### src/rtl/mvm_uart_pkg.sv
// mvm_uart_pkg: shared defaults, derived byte counts and state
// encodings for the UART matrix-vector host.
package mvm_uart_pkg;
    localparam int DEF_CLOCKS_PER_PULSE = 33;
    localparam int DEF_BITS_PER_WORD    = 8;
    localparam int DEF_W_Y_OUT          = 8;
    localparam int DEF_R                = 2;
    localparam int DEF_C                = 2;
    localparam int DEF_TIMEOUT_BITS     = 4096;

    function automatic int n_tx(input int r, input int c);
        return r * c + c;
    endfunction

    function automatic int n_rx(input int r, input int w_y,
                                input int bpw);
        return r * w_y / bpw;
    endfunction

    localparam int N_TX = n_tx(DEF_R, DEF_C);
    localparam int N_RX = n_rx(DEF_R, DEF_W_Y_OUT, DEF_BITS_PER_WORD);

    typedef enum logic [1:0] {IDLE, SEND, RECV} host_state_t;

    typedef enum logic [2:0] {
        RX_IDLE, RX_START, RX_DATA, RX_STOP, RX_WAIT
    } rx_state_t;
endpackage

### src/rtl/host_uart_rx.sv
// host_uart_rx: synchronizing UART receiver, one strobe per byte.
// Ports: clk, rstn, rx in; byte_data, byte_valid, frame_err out.
module host_uart_rx
    import mvm_uart_pkg::*;
#(
    parameter int CLOCKS_PER_PULSE = DEF_CLOCKS_PER_PULSE,
    parameter int BITS_PER_WORD    = DEF_BITS_PER_WORD
) (
    input  logic                     clk,
    input  logic                     rstn,
    input  logic                     rx,
    output logic [BITS_PER_WORD-1:0] byte_data,
    output logic                     byte_valid,
    output logic                     frame_err
);
    localparam int CW = $clog2(CLOCKS_PER_PULSE + 1);
    localparam int BW = $clog2(BITS_PER_WORD + 1);
    localparam logic [CW-1:0] CNT_HALF = CW'(CLOCKS_PER_PULSE / 2 - 1);
    localparam logic [CW-1:0] CNT_LAST = CW'(CLOCKS_PER_PULSE - 1);
    localparam logic [BW-1:0] BIT_LAST = BW'(BITS_PER_WORD - 1);

    rx_state_t state, state_d;
    logic rx_meta, rx_sync;
    logic [CW-1:0] cnt, cnt_d;
    logic [BW-1:0] bit_idx, bit_d;
    logic [BITS_PER_WORD-1:0] shreg, sh_d;
    logic stop_pt;

    assign stop_pt    = state == RX_STOP && cnt == CNT_LAST;
    assign byte_valid = stop_pt && rx_sync;
    assign frame_err  = stop_pt && !rx_sync;
    assign byte_data  = shreg;

    always_comb begin
        state_d = state;
        cnt_d   = cnt + CW'(1);
        bit_d   = bit_idx;
        sh_d    = shreg;
        unique case (state)
            RX_IDLE: begin
                cnt_d = '0;
                if (!rx_sync) state_d = RX_START;
            end
            RX_START: begin
                // mid start bit: a high line here was only a glitch
                if (cnt == CNT_HALF) begin
                    cnt_d   = '0;
                    bit_d   = '0;
                    state_d = rx_sync ? RX_IDLE : RX_DATA;
                end
            end
            RX_DATA: begin
                if (cnt == CNT_LAST) begin
                    cnt_d = '0;
                    sh_d  = {rx_sync, shreg[BITS_PER_WORD-1:1]};
                    bit_d = bit_idx + BW'(1);
                    if (bit_idx == BIT_LAST) state_d = RX_STOP;
                end
            end
            RX_STOP: begin
                if (cnt == CNT_LAST) begin
                    cnt_d   = '0;
                    state_d = rx_sync ? RX_IDLE : RX_WAIT;
                end
            end
            RX_WAIT: begin
                cnt_d = '0;
                if (rx_sync) state_d = RX_IDLE;
            end
            default: state_d = RX_IDLE;
        endcase
    end

    always_ff @(posedge clk or negedge rstn) begin
        if (!rstn) begin
            rx_meta <= 1'b1;
            rx_sync <= 1'b1;
            state   <= RX_IDLE;
            cnt     <= '0;
            bit_idx <= '0;
            shreg   <= '0;
        end else begin
            rx_meta <= rx;
            rx_sync <= rx_meta;
            state   <= state_d;
            cnt     <= cnt_d;
            bit_idx <= bit_d;
            shreg   <= sh_d;
        end
    end
endmodule

### src/rtl/mvm_uart_host.sv
// mvm_uart_host: sends K (row-major) then X as UART frames, then
// collects Y. Ports: clk, rstn, start, s_data/s_valid/s_ready, tx,
// rx, y_flat, busy, done, err. Option macro: MVM_HOST_TIMEOUT_EN.
module mvm_uart_host
    import mvm_uart_pkg::*;
#(
    parameter int CLOCKS_PER_PULSE = DEF_CLOCKS_PER_PULSE,
    parameter int BITS_PER_WORD    = DEF_BITS_PER_WORD,
    parameter int W_Y_OUT          = DEF_W_Y_OUT,
    parameter int R                = DEF_R,
    parameter int C                = DEF_C,
    parameter int TIMEOUT_BITS     = DEF_TIMEOUT_BITS
) (
    input  logic                     clk,
    input  logic                     rstn,
    input  logic                     start,
    input  logic [BITS_PER_WORD-1:0] s_data,
    input  logic                     s_valid,
    output logic                     s_ready,
    output logic                     tx,
    input  logic                     rx,
    output logic [R*W_Y_OUT-1:0]     y_flat,
    output logic                     busy,
    output logic                     done,
    output logic [1:0]               err
);
    localparam int TX_BYTES = n_tx(R, C);
    localparam int RX_BYTES = n_rx(R, W_Y_OUT, BITS_PER_WORD);
    localparam int CW  = $clog2(CLOCKS_PER_PULSE + 1);
    localparam int BW  = $clog2(BITS_PER_WORD + 2);
    localparam int TXW = $clog2(TX_BYTES + 1);
    localparam int RXW = $clog2(RX_BYTES + 1);
    localparam logic [CW-1:0]  CNT_LAST = CW'(CLOCKS_PER_PULSE - 1);
    localparam logic [BW-1:0]  BIT_STOP = BW'(BITS_PER_WORD + 1);
    localparam logic [TXW-1:0] TX_LAST  = TXW'(TX_BYTES - 1);
    localparam logic [RXW-1:0] RX_LAST  = RXW'(RX_BYTES - 1);

    host_state_t state, state_d;
    logic ser_busy, ser_end;
    logic [CW-1:0] ser_cnt;
    logic [BW-1:0] ser_bit;
    logic [BITS_PER_WORD+1:0] ser_shift;
    logic [TXW-1:0] tx_cnt;
    logic [RXW-1:0] rx_cnt;
    logic [BITS_PER_WORD-1:0] rx_byte;
    logic rx_valid, rx_ferr, rx_wr, last_wr, timeout;

    host_uart_rx #(
        .CLOCKS_PER_PULSE(CLOCKS_PER_PULSE),
        .BITS_PER_WORD   (BITS_PER_WORD)
    ) u_rx (
        .clk       (clk),
        .rstn      (rstn),
        .rx        (rx),
        .byte_data (rx_byte),
        .byte_valid(rx_valid),
        .frame_err (rx_ferr)
    );

    // the shift register idles all-ones, so its LSB is the line
    assign tx      = ser_shift[0];
    assign s_ready = state == SEND && !ser_busy;
    assign busy    = state != IDLE;
    assign ser_end = ser_busy && ser_cnt == CNT_LAST
                     && ser_bit == BIT_STOP;
    assign rx_wr   = state == RECV && rx_valid;
    assign last_wr = rx_wr && rx_cnt == RX_LAST;
    assign done    = last_wr || timeout;

`ifdef MVM_HOST_TIMEOUT_EN
    localparam int TW = $clog2(TIMEOUT_BITS + 1);
    localparam logic [TW-1:0] TO_LAST = TW'(TIMEOUT_BITS - 1);
    logic [CW-1:0] to_clk;
    logic [TW-1:0] to_bits;

    assign timeout = state == RECV && to_clk == CNT_LAST
                     && to_bits == TO_LAST;

    always_ff @(posedge clk or negedge rstn) begin
        if (!rstn) begin
            to_clk  <= '0;
            to_bits <= '0;
        end else if (state != RECV || rx_wr) begin
            to_clk  <= '0;
            to_bits <= '0;
        end else if (to_clk == CNT_LAST) begin
            to_clk  <= '0;
            to_bits <= to_bits + TW'(1);
        end else begin
            to_clk <= to_clk + CW'(1);
        end
    end
`else
    assign timeout = 1'b0;
`endif

    always_comb begin
        state_d = state;
        unique case (state)
            IDLE:    if (start) state_d = SEND;
            SEND:    if (ser_end && tx_cnt == TX_LAST) state_d = RECV;
            RECV:    if (done) state_d = IDLE;
            default: state_d = IDLE;
        endcase
    end

    always_ff @(posedge clk or negedge rstn) begin
        if (!rstn) begin
            ser_busy  <= 1'b0;
            ser_cnt   <= '0;
            ser_bit   <= '0;
            ser_shift <= '1;
        end else if (s_valid && s_ready) begin
            ser_busy  <= 1'b1;
            ser_cnt   <= '0;
            ser_bit   <= '0;
            ser_shift <= {1'b1, s_data, 1'b0};
        end else if (ser_busy) begin
            if (ser_cnt == CNT_LAST) begin
                ser_cnt   <= '0;
                ser_bit   <= ser_bit + BW'(1);
                ser_shift <= {1'b1, ser_shift[BITS_PER_WORD+1:1]};
                if (ser_bit == BIT_STOP) ser_busy <= 1'b0;
            end else begin
                ser_cnt <= ser_cnt + CW'(1);
            end
        end
    end

    always_ff @(posedge clk or negedge rstn) begin
        if (!rstn) begin
            state  <= IDLE;
            tx_cnt <= '0;
            rx_cnt <= '0;
            y_flat <= '0;
            err    <= '0;
        end else begin
            state <= state_d;
            if (state == IDLE && start) begin
                tx_cnt <= '0;
                rx_cnt <= '0;
                err    <= '0;
            end else begin
                if (ser_end) tx_cnt <= tx_cnt + TXW'(1);
                if (rx_wr) begin
                    rx_cnt <= rx_cnt + RXW'(1);
                    for (int i = 0; i < RX_BYTES; i++)
                        if (rx_cnt == RXW'(i))
                            y_flat[i*BITS_PER_WORD +: BITS_PER_WORD]
                                <= rx_byte;
                end
                if (rx_ferr) err[0] <= 1'b1;
                if (timeout) err[1] <= 1'b1;
            end
        end
    end
endmodule

### config.mk
export PLATFORM = sky130hd
export DESIGN_NAME = mvm_uart_host
export DESIGN_NICKNAME = d
export VERILOG_FILES = /design/src/rtl/mvm_uart_pkg.sv /design/src/rtl/host_uart_rx.sv /design/src/rtl/mvm_uart_host.sv
export SDC_FILE = /design/constraint.sdc
export NUM_CORES = 1
export LEC_CHECK = 0
export CAP_MARGIN = 20
export CORE_MARGIN = 2
export CORE_UTILIZATION = 51
export CTS_CLUSTER_SIZE = 8
export DETAILED_ROUTE_END_ITERATION = 7
export GPL_ROUTABILITY_DRIVEN = 0
export GPL_TIMING_DRIVEN = 0
export PLACE_DENSITY = 0.84
export REMOVE_ABC_BUFFERS = 1
export SLEW_MARGIN = 25
export SYNTH_ARGS = -nofsm -noshare
export SYNTH_HDL_FRONTEND = slang
export SYNTH_HIERARCHICAL = 1
export SYNTH_SLANG_ARGS = --single-unit
### constraint.sdc
create_clock -name clk -period 2 [get_ports clk]
set_clock_uncertainty 0.05 [all_clocks]
set_input_delay 0.2 -clock clk [delete_from_list [all_inputs] [get_ports clk]]
set_output_delay 0.2 -clock clk [all_outputs]
set_load 0.02 [all_outputs]
==> impl_summary.txt <==
----------------------------------------------------
[Yosys]
  Compound-Gate Fraction of Synth Area ... 9.33%
  Netlist area before placement ... 3300 um2
  Post-synth cell types ... 57
  Warnings, synthesis ... 6
  Simple-gate share of the synthesized area ... 17.8%
  Synth Area in Adders ... 4.17%
  Share of flip-flops with an asynchronous set or reset ... 100%
  Dominant synthesized flop cell ... sky130_fd_sc_hd__dfrtp_1
  Seq/Total Area, Yosys ... 51.2%
  Number of enable flip-flop cells after synthesis ... 0
  Avg Inst Size Synth ... 11.2 um2
  Post-synthesis cell count ... 295
  Flip-flop and latch count after synthesis ... 67
  Dominant combinational cell family by area after synthesis ... simple AND/OR/NAND/NOR gates
  Parity-gate share of the synthesized area counting xor and xnor cells ... 1.59%
  Portion of netlist area occupied by mux cells ... 10.8%

[Placed design]
  Setup WS pre-CTS ... -0.740 ns
  Buffers added on ports ... 33
  Post-detailed-placement half-perimeter wirelength ... 4060 um

[Run status]
  Outcome ... finished with violations
  Failing checks ... negative setup slack

[Global routing]
  Global-route wire length before repair ... 10800 um
  All-Layer GR Usage ... 18.8%
  Largest net degree at the start of global routing ... 39
  Remaining global-route overflow ... 0
  Via count of the first global-routing pass ... 2361
  Initial antenna violation count ... 0

[Timing]
  Share of the clock period used by the worst path ... 101%
  Normalized max-slew margin ... 59.1%
  Clock period minus worst slack ... 2.01 ns
  Fmax ... 497 MHz
  Final Max Tran Viols ... 0
  Number of hold-slack violations in the final timing report ... 0
  Worst Tran Pin Value ... 0.610 ns
  Total setup violations reported at the end of the flow ... 2
  Unrepaired setup endpoints after global routing ... true
  Setup slack after layout ... -0.0122 ns

[Route]
  DRT iter0 DRCs ... 134
  Mean number of vias per cell ... 5.52
  Routed wire length per instance ... 15.1 um
  Final WL ... 6360 um
  Detailed-router iteration count before antenna repair ... 4
  Post-route antenna net violation count ... 0
  Post-detailed-route DRC marker count ... 0
  Via count ... 2326

[Floorplanning]
  Starting Density ... 52.3%
  Ports ... 35
  Core area ... 6310 um2
  Die Span X ... 84.5 um
  Height of the chip ... 84.5 um
  Standard-cell row count ... 29
  Die Outline Area ... 7130 um2

[Worst setup path]
  Required time at the worst-slack endpoint ... 2.23 ns
  Top fanout value on the critical path ... 2
  Worst setup path category ... reg -> reg
  Crit path from ... u_rx/cnt[1]
  Depth of the most critical reg-to-reg path ... 10
  Startpoint Class ... flop
  Worst setup path endpoint ... rx_cnt[0]
  CP Capture Type ... flop
  Crit Reg-Reg Endpoint ... rx_cnt[0]
  Register-to-Register Setup Slack ... -0.01 ns
  Start of the worst register-to-register path ... u_rx/cnt[1]
  Data arrival time of the critical path ... 2.25 ns

[Power and ir drop]
  Leakage dissipation ... 0.00182 uW
  Power density relative to cell area ... 1010 nW/um2
  Sw Ratio ... 31.0%
  Int Pwr ... 2840 uW
  Overall power consumption ... 4110 uW
  Part of the power in combinational logic ... 22.4%
  Portion of total power attributed to sequential cells ... 46.8%
  Share of total power in the clock network ... 30.8%
  Peak supply drop ... 0.000728 V
  Net Sw Power ... 1270 uW

[Layout]
  Diodes inserted ... 0
  Fraction of layout instances using a drive strength above 1 ... 27.0%
  Fill cell count ... 460
  Total Nets Final ... 363
  Growth of design area from synthesis to finish ... 23.8%

[Clock tree]
  Clock insertion delay at the later pin of the skew report ... 0.34 ns
  CTS sink cnt ... 67
  Clock tree from TritonCTS ... done
  Clock-pin slew on the worst setup and hold paths ... 0.07 ns
  Number of buffers inserted during clock tree synthesis ... 9
  Clk buf depth ... 2
  Master cell of the clock root buffer ... sky130_fd_sc_hd__clkbuf_8
  CTS H-Tree Depth ... 3

[Job]
  Number of max-cap violations ... 0

[Min path]
  Class of the most critical hold timing path ... in -> reg

----------------------------------------------------
[how the worst min path moves through the flow]
stage	from	endpoint	slack (ns)	depth (start not counted)
2_1_floorplan	rstn	err[0]	-0.15	0
3_3_place_gp	u_rx/rx_meta	u_rx/rx_sync	0.30	0
3_5_place_dp	rstn	u_rx/cnt[1]	0.10	1
4_1_cts	rx	u_rx/rx_meta	0.20	1
5_1_grt	rx	u_rx/rx_meta	0.22	1
6_report	rx	u_rx/rx_meta	0.21	1
[power groups by stage]
stage,sequential (uW),combinational [uW],clock [uW]
3_5_place_dp,1920,810,0
4_1_cts,1900,877,1290
3_3_place_gp,1910,766,0
5_1_grt,1970,1050,1340
6_report,1920,923,1260
2_1_floorplan,1880,590,0
[repair_timing]
| action | CTS | global route |
|---|---|---|
| gates resized for setup | 21 | 12 |
| setup endpoints to repair | 21 | 27 |
| hold buffers | 1 | 0 |
| setup buffers | 8 | 4 |
| endpoints found under the hold margin | 21 | 0 |
| pin swaps | 4 | 6 |
[sequential cells by signal, indices dropped and copies added, names as in the netlist]
signal	cells
u_rx/byte_data	8
u_rx/bit_idx	4
ser_cnt	6
u_rx/cnt	6
y_flat	16
tx_cnt	3
ser_shift	9
u_rx/rx_sync	1
ser_bit	4
state	2
u_rx/rx_meta	1
err	1
u_rx/state	3
rx_cnt	2
ser_busy	1
[synth_stat cells (3+ instances only)]
library cell               number  area [um2]
sky130_fd_sc_hd__a21oi_1       10        50.1
sky130_fd_sc_hd__and2b_1        3        22.5
sky130_fd_sc_hd__and3_1         4        25.0
sky130_fd_sc_hd__buf_2          6        30.0
sky130_fd_sc_hd__buf_6          4        45.0
sky130_fd_sc_hd__dfrtp_1       56        1400
sky130_fd_sc_hd__dfstp_2       11         289
sky130_fd_sc_hd__ha_1          11         138
sky130_fd_sc_hd__inv_1         16        60.1
sky130_fd_sc_hd__mux2_2        18         203
sky130_fd_sc_hd__mux2_4         5        75.1
sky130_fd_sc_hd__mux2i_1        8        80.1
sky130_fd_sc_hd__nand2_1       30         113
sky130_fd_sc_hd__nand2b_1       5        31.3
sky130_fd_sc_hd__nand3_1       19        95.1
sky130_fd_sc_hd__nand3b_1       3        22.5
sky130_fd_sc_hd__nor2_1         9        33.8
sky130_fd_sc_hd__nor3_1         6        30.0
sky130_fd_sc_hd__o211ai_1      10        75.1
sky130_fd_sc_hd__o21ai_0        7        35.0
sky130_fd_sc_hd__or3b_2         3        26.3
sky130_fd_sc_hd__xnor2_1        3        26.3
sky130_fd_sc_hd__xor2_1         3        26.3
[critical path, stage by stage (launching register included)]
cell and delay [ns]:
sky130_fd_sc_hd__dfrtp_1 0.39, sky130_fd_sc_hd__inv_1 0.09, sky130_fd_sc_hd__ha_4 0.13, sky130_fd_sc_hd__and2_4 0.15, sky130_fd_sc_hd__nand3_4 0.08, sky130_fd_sc_hd__nor2_4 0.10
sky130_fd_sc_hd__and3_4 0.22, sky130_fd_sc_hd__buf_6 0.11, sky130_fd_sc_hd__or3b_2 0.45, sky130_fd_sc_hd__o21ai_2 0.07, sky130_fd_sc_hd__a22o_1 0.12
[layer usage]
layer  wire length, um  global-route usage [%]  up-vias  part of all wire [%]
li1                  -                       -     1128                     -
met1              2870                    25.5     1147                    45
met2              3210                    29.1       40                    50
met3               146                    3.34       11                   2.3
met4               133                    9.81        0                   2.1
met5                 0                       0        -                     0
[final cells by class]
| type | instances | area, um2 | area share, % |
|---|---|---|---|
| sequential | 67 | 1690 | 41.4 |
| multi-input combinational | 197 | 1520 | 37.3 |
| timing repair buffer | 47 | 480 | 11.8 |
| clock buffer | 10 | 138 | 3.37 |
| tap | 77 | 96.3 | 2.36 |
| clock inverter | 6 | 88.8 | 2.17 |
| inverter | 17 | 65.1 | 1.59 |
[through the flow]
stage	hold slack [ns]	setup TNS [ns]	util, %	area (um2)	std cells
final	0.208	-0.0169	64.7	4090	421
after global routing	0.217	-0.714	64.7	4090	421
after CTS	0.197	-0.300	63.4	4010	417
after detailed placement	0.103	-5.63	57.7	3650	392
after global placement	0.296	-91.64	57.5	3630	391
after floorplan	-0.146	-0.00796	-	3200	281
[layout by cell type (no fill, tap or decap), types with 7 or more instances in the layout]
cell                              netlist  final
sky130_fd_sc_hd__nand2_1               30     30
sky130_fd_sc_hd__nand3_1               19     18
sky130_fd_sc_hd__dfstp_2               11     11
sky130_fd_sc_hd__nor2_1                 9      7
sky130_fd_sc_hd__a21oi_1               10      9
sky130_fd_sc_hd__mux2_2                18     18
sky130_fd_sc_hd__mux2i_1                8      8
sky130_fd_sc_hd__o211ai_1              10     10
sky130_fd_sc_hd__ha_1                  11     10
sky130_fd_sc_hd__dfrtp_1               56     54
sky130_fd_sc_hd__clkbuf_8               0     10
sky130_fd_sc_hd__buf_4                  2      9
sky130_fd_sc_hd__inv_1                 16     14
sky130_fd_sc_hd__clkdlybuf4s50_1        0     30
[cells by family after synthesis]
logic type / Yosys count
DFF: 67
adders and majority gates: 11
and+or+nand+nor: 104
xor gates and xnor gates: 6
muxes: 31
AOI/OAI and AO/OA: 44
other: 1
buffers and inverters: 31
Note: power is estimated with default switching activity, not from simulation.
